`config.mk`:
```
export PLATFORM = sky130hd
export DESIGN_NAME = uart_cmd_ctl_flat
export DESIGN_NICKNAME = d
export VERILOG_FILES = /design/src/rtl/uart_cmd_ctl_if.sv /design/src/rtl/uart_cmd_ctl.sv /design/src/flat_wrapper.sv
export SDC_FILE = /design/constraint.sdc
export NUM_CORES = 1
export LEC_CHECK = 0
export CELL_PAD_IN_SITES_DETAIL_PLACEMENT = 1
export CELL_PAD_IN_SITES_GLOBAL_PLACEMENT = 2
export CORE_ASPECT_RATIO = 1.4
export CORE_MARGIN = 8
export CORE_UTILIZATION = 42
export CTS_CLUSTER_DIAMETER = 60
export DETAILED_ROUTE_END_ITERATION = 8
export PLACE_DENSITY_LB_ADDON = 0.1
export SLEW_MARGIN = 20
export SYNTH_ARGS = -nofsm -noshare
export SYNTH_HDL_FRONTEND = slang
export SYNTH_SLANG_ARGS = --single-unit
```
`constraint.sdc`:
```
create_clock -name clk -period 3 [get_ports clk]
set_input_delay 0.6 -clock clk [delete_from_list [all_inputs] [get_ports clk]]
set_output_delay 0.6 -clock clk [all_outputs]
set_load 0.03 [all_outputs]
```
`src/rtl/uart_cmd_ctl_if.sv`:
```
// uart_cmd_ctl_if: byte-stream and frame-status bundle between a UART
// receiver / host logic and the command controller.
//   rx_data   : received byte
//   rx_valid  : one-cycle strobe, rx_data valid
//   frame_ok  : one-cycle pulse, frame accepted and executed
//   frame_err : one-cycle pulse, frame rejected
//   err_code  : last error cause (0 none, 1 checksum, 2 bad cmd/chan, 3 timeout)
//   busy      : parser is inside a frame
interface uart_cmd_ctl_if;
    logic [7:0] rx_data;
    logic       rx_valid;
    logic       frame_ok;
    logic       frame_err;
    logic [1:0] err_code;
    logic       busy;

    modport master (
        output rx_data, rx_valid,
        input  frame_ok, frame_err, err_code, busy
    );

    modport slave (
        input  rx_data, rx_valid,
        output frame_ok, frame_err, err_code, busy
    );
endinterface

```
`src/rtl/uart_cmd_ctl.sv`:
```
// uart_cmd_ctl: parses 5-byte command frames (AA cmd chan val chk) from the
// rx byte stream and drives LED outputs and edge-aligned PWM channels.
//   clk   : system clock
//   reset : asynchronous active-low reset
//   bus   : rx byte stream in, frame status out (uart_cmd_ctl_if.slave)
//   led   : LED drive, 1 = on
//   pwm   : PWM outputs, duty/256 high time, shared phase
module uart_cmd_ctl #(
    parameter int NUM_LED     = 2,
    parameter int NUM_CH      = 4,
    parameter int PWM_DIV     = 192,
    parameter int TIMEOUT_CYC = 49152
) (
    input  logic                clk,
    input  logic                reset,
    uart_cmd_ctl_if.slave       bus,
    output logic [NUM_LED-1:0]  led,
    output logic [NUM_CH-1:0]   pwm
);
    localparam int TW = $clog2(TIMEOUT_CYC);
    localparam int PW = (PWM_DIV > 1) ? $clog2(PWM_DIV) : 1;
    localparam int CW = (NUM_CH > 1) ? $clog2(NUM_CH) : 1;

    localparam logic [7:0] HDR      = 8'hAA;
    localparam logic [7:0] CMD_LED  = 8'h01;
    localparam logic [7:0] CMD_DUTY = 8'h02;
    localparam logic [7:0] CMD_STOP = 8'h03;

    typedef enum logic [2:0] {IDLE, CMD, CHAN, VAL, CHK, EXEC} state_t;

    state_t                  state;
    logic [7:0]              cmd_q, chan_q, val_q;
    logic [TW-1:0]           tmo;
    logic [NUM_CH-1:0][7:0]  duty, shadow;
    logic [PW-1:0]           presc;
    logic [7:0]              phase;
    logic                    frame_ok, frame_err;
    logic [1:0]              err_code;

    logic chk_bad, chan_ok, cmd_bad, exec_go, stop_now, tick;

    // Frame verdict is formed while the checksum byte is on the bus, so
    // outputs and the status pulse all change on the edge that enters EXEC.
    always_comb begin
        chk_bad  = (bus.rx_data != (cmd_q ^ chan_q ^ val_q));
        chan_ok  = (32'(chan_q) < 32'(NUM_CH));
        cmd_bad  = !((cmd_q == CMD_LED) || (cmd_q == CMD_STOP) ||
                     ((cmd_q == CMD_DUTY) && chan_ok));
        exec_go  = (state == CHK) && bus.rx_valid;
        stop_now = exec_go && !chk_bad && (cmd_q == CMD_STOP);
        tick     = (presc == PW'(PWM_DIV - 1));
    end

    always_ff @(posedge clk or negedge reset) begin
        if (!reset) begin
            state     <= IDLE;
            cmd_q     <= '0;
            chan_q    <= '0;
            val_q     <= '0;
            tmo       <= '0;
            led       <= '0;
            duty      <= '0;
            frame_ok  <= 1'b0;
            frame_err <= 1'b0;
            err_code  <= 2'd0;
        end else begin
            frame_ok  <= 1'b0;
            frame_err <= 1'b0;
            case (state)
                // EXEC behaves like IDLE for an incoming byte so frames may
                // be sent back to back.
                IDLE, EXEC: begin
                    tmo   <= '0;
                    state <= (bus.rx_valid && bus.rx_data == HDR) ? CMD : IDLE;
                end
                CMD, CHAN, VAL, CHK: begin
                    if (bus.rx_valid) begin
                        tmo <= '0;
                        case (state)
                            CMD:     begin cmd_q  <= bus.rx_data; state <= CHAN; end
                            CHAN:    begin chan_q <= bus.rx_data; state <= VAL;  end
                            VAL:     begin val_q  <= bus.rx_data; state <= CHK;  end
                            default: begin
                                state <= EXEC;
                                if (chk_bad) begin
                                    frame_err <= 1'b1;
                                    err_code  <= 2'd1;
                                end else if (cmd_bad) begin
                                    frame_err <= 1'b1;
                                    err_code  <= 2'd2;
                                end else begin
                                    frame_ok <= 1'b1;
                                    err_code <= 2'd0;
                                    case (cmd_q)
                                        CMD_LED:  led <= val_q[NUM_LED-1:0];
                                        CMD_DUTY: duty[chan_q[CW-1:0]] <= val_q;
                                        default: begin
                                            led  <= '0;
                                            duty <= '0;
                                        end
                                    endcase
                                end
                            end
                        endcase
                    end else if (tmo == TW'(TIMEOUT_CYC - 1)) begin
                        // counter would reach TIMEOUT_CYC this edge
                        state     <= IDLE;
                        tmo       <= '0;
                        frame_err <= 1'b1;
                        err_code  <= 2'd3;
                    end else begin
                        tmo <= tmo + TW'(1);
                    end
                end
                default: state <= IDLE;
            endcase
        end
    end

    // PWM: shadow duty only reloads at phase wrap so a duty write never
    // produces a runt pulse; all-stop bypasses the shadow and the output reg.
    always_ff @(posedge clk or negedge reset) begin
        if (!reset) begin
            presc  <= '0;
            phase  <= '0;
            shadow <= '0;
            pwm    <= '0;
        end else begin
            presc <= tick ? '0 : presc + PW'(1);
            if (tick) phase <= phase + 8'd1;
            if (stop_now) begin
                shadow <= '0;
                pwm    <= '0;
            end else begin
                if (tick && phase == 8'hFF) shadow <= duty;
                for (int i = 0; i < NUM_CH; i++)
                    pwm[i] <= (phase < shadow[i]);
            end
        end
    end

    assign bus.frame_ok  = frame_ok;
    assign bus.frame_err = frame_err;
    assign bus.err_code  = err_code;
    assign bus.busy      = (state != IDLE);
endmodule
```
`src/flat_wrapper.sv`:
```
// flat-port wrapper written by rule: the top's interface ports become plain ports
module uart_cmd_ctl_flat 
#(
    parameter int NUM_LED     = 2,
    parameter int NUM_CH      = 4,
    parameter int PWM_DIV     = 192,
    parameter int TIMEOUT_CYC = 49152
)
  (clk, reset, led, pwm, bus_rx_data, bus_rx_valid, bus_frame_ok, bus_frame_err, bus_err_code, bus_busy);
  uart_cmd_ctl_if bus_i ();
  input  logic clk;
  input  logic reset;
  output logic [NUM_LED-1:0] led;
  output logic [NUM_CH-1:0] pwm;
  input wire logic [$bits(bus_i.rx_data)-1:0] bus_rx_data;
  input wire logic [$bits(bus_i.rx_valid)-1:0] bus_rx_valid;
  output wire logic [$bits(bus_i.frame_ok)-1:0] bus_frame_ok;
  output wire logic [$bits(bus_i.frame_err)-1:0] bus_frame_err;
  output wire logic [$bits(bus_i.err_code)-1:0] bus_err_code;
  output wire logic [$bits(bus_i.busy)-1:0] bus_busy;
  assign bus_i.rx_data = bus_rx_data;
  assign bus_i.rx_valid = bus_rx_valid;
  assign bus_frame_ok = bus_i.frame_ok;
  assign bus_frame_err = bus_i.frame_err;
  assign bus_err_code = bus_i.err_code;
  assign bus_busy = bus_i.busy;
  uart_cmd_ctl #(.NUM_LED(NUM_LED), .NUM_CH(NUM_CH), .PWM_DIV(PWM_DIV), .TIMEOUT_CYC(TIMEOUT_CYC)) u_core (.clk(clk), .reset(reset), .bus(bus_i), .led(led), .pwm(pwm));
endmodule
```
; After elaboration in Yosys (flattened, before gate mapping)
; Cells that the tools add are included.
[totals]
regBits = 133
out_inout_bits = 11
[op_classes]
addsub = 3
order_cmp = 7
eq_ne = 15
muxes = 33
n_bitwise = 6
reduce_logical = 24
[ops]
columns = operator, count
row1 = 32-bit 2-to-1 mux, 2
row2 = 32-bit case mux with 2 select lines, 1
row3 = 32-bit bitwise mux, 1
row4 = 8-bit less-than comparator, 4
row5 = 16-bit 2-to-1 mux, 2
row6 = 16-bit case mux with 2 select lines, 1
row7 = "8-bit equality test, second input constant", 3
row8 = "16-bit by 1-bit adder with 16-bit output, second input constant", 1
row9 = "8-bit by 1-bit adder with 8-bit output, second input constant", 2
row10 = 8-bit demux with 2-bit select, 1
row11 = "16-bit equality test, second input constant", 1
row12 = "8-bit by 2-bit equality test with 1-bit output, second input constant", 2
row13 = 8-bit 2-to-1 mux, 2
row14 = 8-bit XOR, 2
row15 = 1-bit 2-to-1 mux, 12
row16 = 3-bit AND reduction, 4
row17 = 6-bit AND reduction, 2
row18 = 2-bit 2-to-1 mux, 5
row19 = 3-bit case mux with 3 select lines, 1
row20 = "8-bit by 1-bit equality test with 1-bit output, second input constant", 1
row21 = "8-bit by 3-bit less-than comparator with 1-bit output, second input constant", 1
row22 = 8-bit != test, 1
row23 = 1-bit logical AND, 7
row24 = "3-bit by 2-bit equality test with 1-bit output, second input constant", 2
row25 = 19 further kinds, 27

; Depth between registers and ports, before layout
[logic_depth]
depth_word = 8
depth_mapped = 9

; Worst setup path before layout
; Ideal clock, no wire load.
[synth_timing]
path_type = input-to-reg
startpoint = input bus_rx_valid
endpoint = register u_core.duty[0] (netlist name)
setup_time_ns = 0.067
arrival_ns = 2.289
setup_slack_ns = 0.644
cell_stages = 7
path_buffers = 1
cell_sequence = buf_4 nand2b_1 nor3b_2 nand3_1 or4b_4 nor4_4 a22o_1
[synth_between]
elab_chain_cells = 1
[synth_rtl]
columns = item, line
row1 = "start, declared", flat_wrapper.sv:16  ; input wire logic [$bits(bus_i.rx_valid)-1:0] bus_rx_valid;
row2 = 6-bit AND reduction (no source line), --
row3 = "end signal, assigned by index", uart_cmd_ctl.sv:96  ; CMD_DUTY: duty[chan_q[CW-1:0]] <= val_q;
row4 = "end, declared", uart_cmd_ctl.sv:34  ; logic [NUM_CH-1:0][7:0] duty, shadow;
; Every way passes these cells.
; A chain may end at the register's enable or synchronous reset.

; Final worst setup path
[layout_timing]
startpoint = register u_core.state[2]
endpoint = output bus_busy
[layout_between]
elab_chain_cells = 1
[layout_rtl]
columns = item, line
row1 = "start, declared", uart_cmd_ctl.sv:31  ; state_t state;
row2 = "start signal, assigned", uart_cmd_ctl.sv:74  ; state <= (bus.rx_valid && bus.rx_data == HDR) ? CMD : IDLE;
row3 = 3-bit nonzero test, uart_cmd_ctl.sv:145  ; assign bus.busy = (state != IDLE);
row4 = "end, declared", flat_wrapper.sv:20  ; output wire logic [$bits(bus_i.busy)-1:0] bus_busy;
; Every way passes these cells.

==> impl_metrics.py <==
metrics = {
    "run_status": {
        "status": "complete, no violations",
    },
    "route": {
        "wl_per_cell_um": 19.2,
        "vias": 4447,
        "drt_first_pass_iters": 4,
        "drtIter0Drc": 203,
        "ant_nets": 0,
        "via_per_inst": 5.34,
        "drt_wl_total_um": 16000,
        "drc": 0,
    },
    "setup_path": {
        "cp_data_required_time_ns": 2.40,
        "critPathSlowestCell": "clkdlybuf4s50_1",
        "worst_setup_path_start_kind": "flop",
        "criticalPathCategory": "flop to primary output",
        "critical_path_arrival_ns": 2.01,
        "path_max_fanout": 9,
        "crit_chain": "or3_1 -> clkdlybuf4s50_1",
        "crit_path_max_incr_delay_ns": 0.63,
        "ff2ff_path_depth": 8,
        "worst_setup_path_end_kind": "primary output",
    },
    "clock_network": {
        "cts_max_level": 4,
        "cts_hold_buf": 0,
        "clkTransAtPathRegs_ns": 0.06,
        "cts-resized-gates": 0,
        "cts_setup_buffers": 0,
        "cts_buffer_depth": 2,
        "cts_buffers": 17,
        "cts_tree": "yes",
        "insertion_delay_ns": 0.42,
        "cts.sinks": 133,
        "cts_root_buf": "clkbuf_16",
    },
    "synth": {
        "seq_area_frac_synth": 0.496,
        "synthArstFlopShare": 1.00,
        "synthFlopType": "dfrtp_1",
        "avgSynthCellArea_um2": 11.5,
        "synth_cells": 583,
        "synth_edf_count": 0,
        "synth_cell_types": 54,
        "synth_seq_cells": 133,
        "syn_nets": 625,
        "netlist_area_mm2": 0.00672,
        "yosysWarningCount": 0,
    },
    "power_and_ir_drop": {
        "power.switching_w": 0.00182,
        "clkPwrFrac": 0.387,
        "intPower_w": 0.00408,
        "power_density_mw_per_mm2": 750,
        "comb_power_share": 0.214,
        "seq_power_share": 0.399,
        "ir_drop_mv": 0.518,
        "power.leakage_nw": 3.70,
        "swShare": 0.308,
        "totalPowerFinal_w": 0.00590,
    },
    "floorplanning": {
        "initial_core_util": 0.430,
        "core-area_mm2": 0.0156,
        "die_w_um": 123,
        "ioPinCount": 22,
        "rows": 54,
        "dieArea_mm2": 0.0203,
        "chipHeight_um": 166,
    },
    "cells_and_area": {
        "fin_cells": 832,
        "diodes": 0,
        "nets": 665,
        "final_util": 0.504,
        "drive_above_1_share": 0.193,
        "syn_to_final_growth_pct": 17.0,
    },
    "placed_design": {
        "dp_hpwl_um": 11400,
        "gp_congestion": 0.751,
        "io_buffers": 21,
        "placed_cells": 800,
    },
    "sta": {
        "fin_crit_ns": 2.61,
        "worst_pin_slew_ns": 0.722,
        "worst_slew_margin_rel": 0.518,
        "fin_setup_tns_ns": 0,
        "grt_setup_unrepaired": "false",
        "setup_viol": 0,
        "hold_viol_final": 0,
        "fin_crit_sh": 0.870,
        "drv_slew": 0,
        "max_clock_freq_mhz": 383,
        "skew_ns": 0.00641,
    },
    "global_routing": {
        "grt_antenna_before_repair": 0,
        "grt_max_degree": 75,
        "grt_pass1_wl_um": 27200,
        "grt.total_usage": 0.171,
        "gr-total-overflow": 0,
        "grt_pass1_vias": 5138,
    },
    "worst_hold_path": {
        "min_path_type": "primary input to asynchronous set/reset pin",
    },
    "job": {
        "maxCapViolations": 0,
    },
}
## through the flow
step | hold slack (ns) | cell area [µm²] | setup WS (ns)
floorplan | 0.304 | 6720 | 0.644
global placement | 0.467 | 7210 | 0.192
detailed placement | 0.487 | 7210 | 0.110
CTS | 0.234 | 7860 | 0.361
global route | 0.263 | 7860 | 0.280
finish | 0.222 | 7860 | 0.391
## cell families (layout without fill, tap and decap cells)
family	after synthesis	in the layout	share of synthesized area
xor gates and xnor gates	50	50	0.0652
muxes	56	56	0.0879
adders and majority gates	31	31	0.0578
buffers and inverters	57	110	0.0406
DFF	133	133	0.496
AOI/OAI and AO/OA	85	85	0.0909
and+or+nand+nor	171	171	0.162
## critical path: cells and delay by family, from the launching register on
kind | cells | cell delay [ns]
buffers and inverters | 1 | 0.63
flip-flops | 1 | 0.48
AND/OR/NAND/NOR | 1 | 0.48
## metal layers
layer | GRT usage | vias up | routed length [µm]
li1 | - | 2137 | -
met1 | 0.207 | 2246 | 7060
met2 | 0.290 | 52 | 8310
met3 | 0.0436 | 12 | 407
met4 | 0.0457 | 0 | 166
met5 | 0 | - | 0
## path summary, 6_finish.rpt
kind	startpoint	to	slack (ns)
min in group clk	u_core.presc[0]	u_core.presc[0]	0.50
setup reg to reg	u_core.presc[0]	u_core.shadow[30]	0.53
max in group asynchronous	reset	u_core.val_q[7]	2.06
setup / recovery	u_core.state[2]	bus_busy	0.39
hold reg to reg	u_core.presc[0]	u_core.presc[0]	0.50
hold / removal	reset	u_core.presc[4]	0.22
## layout make-up
cell class                      instances  area (µm²)
Sequential cell                       133        3330
Clock buffer                           19         443
Tap cell                              196         245
Fill cell                            1670        7750
Timing Repair Buffer                   40         379
Clock inverter                         13         205
Multi-Input combinational cell        393        3120
Inverter                               38         143
## placed cells by master, fill, tap and decap left out, types with 11 or more instances in the layout
master	instances
buf_4	17
o21ai_0	15
dfrtp_1	133
nor3_1	11
clkbuf_16	17
a22o_1	32
nor2_1	34
mux2i_1	32
nand2_1	23
clkdlybuf4s50_1	20
xor2_1	20
xnor2_1	30
ha_1	31
nand3_1	14
mux2_2	24
a21oi_1	15
inv_1	38
nor2_2	30
## Yosys cell counts (all sizes together), types with 2 or more instances
library cell  instances  area share
o22ai                 2      0.0019
dfrtp               133        0.50
and2                  2      0.0019
nor2b                 6      0.0056
nand4                 9      0.0084
a211oi                5      0.0056
buf                  10       0.014
inv                  38       0.021
nand4bb               2      0.0034
a21oi                15       0.011
nor3b                 4      0.0060
o21ai                15       0.011
mux2i                32       0.048
o2111ai               4      0.0052
nand2                24       0.015
nor4b                 2      0.0026
nor3                 16       0.019
mux2                 24       0.040
a21o                  6      0.0067
nor4                  6       0.011
nand3                14       0.010
a22o                 32       0.042
nand2b                6      0.0056
nand4b                5       0.013
xor2                 20       0.026
nor2                 64       0.047
xnor2                30       0.039
and4                  2      0.0026
clkbuf                9      0.0050
and3                  3      0.0028
ha                   31       0.058
## flip-flops by register name, indices dropped and copies added (netlist names), 2 cells and up
| register | cells |
|---|---|
| u_core.presc | 8 |
| u_core.val_q | 8 |
| u_core.shadow | 32 |
| u_core.phase | 8 |
| u_core.duty | 32 |
| u_core.led | 2 |
| u_core.chan_q | 8 |
| u_core.state | 3 |
| u_core.pwm | 4 |
| u_core.tmo | 16 |
| u_core.cmd_q | 8 |
| u_core.bus.err_code | 2 |
## power by group through the flow
stage | sequential (W) | combinational, W | clock [W]
6_report | 0.00235 | 0.00126 | 0.00228
3_3_place_gp | 0.00238 | 0.00123 | 0
3_5_place_dp | 0.00239 | 0.00126 | 0
4_1_cts | 0.00236 | 0.00128 | 0.00234
2_1_floorplan | 0.00223 | 0.000967 | 0
5_1_grt | 0.00239 | 0.00138 | 0.00241
Note: power is estimated with default switching activity, not from simulation.
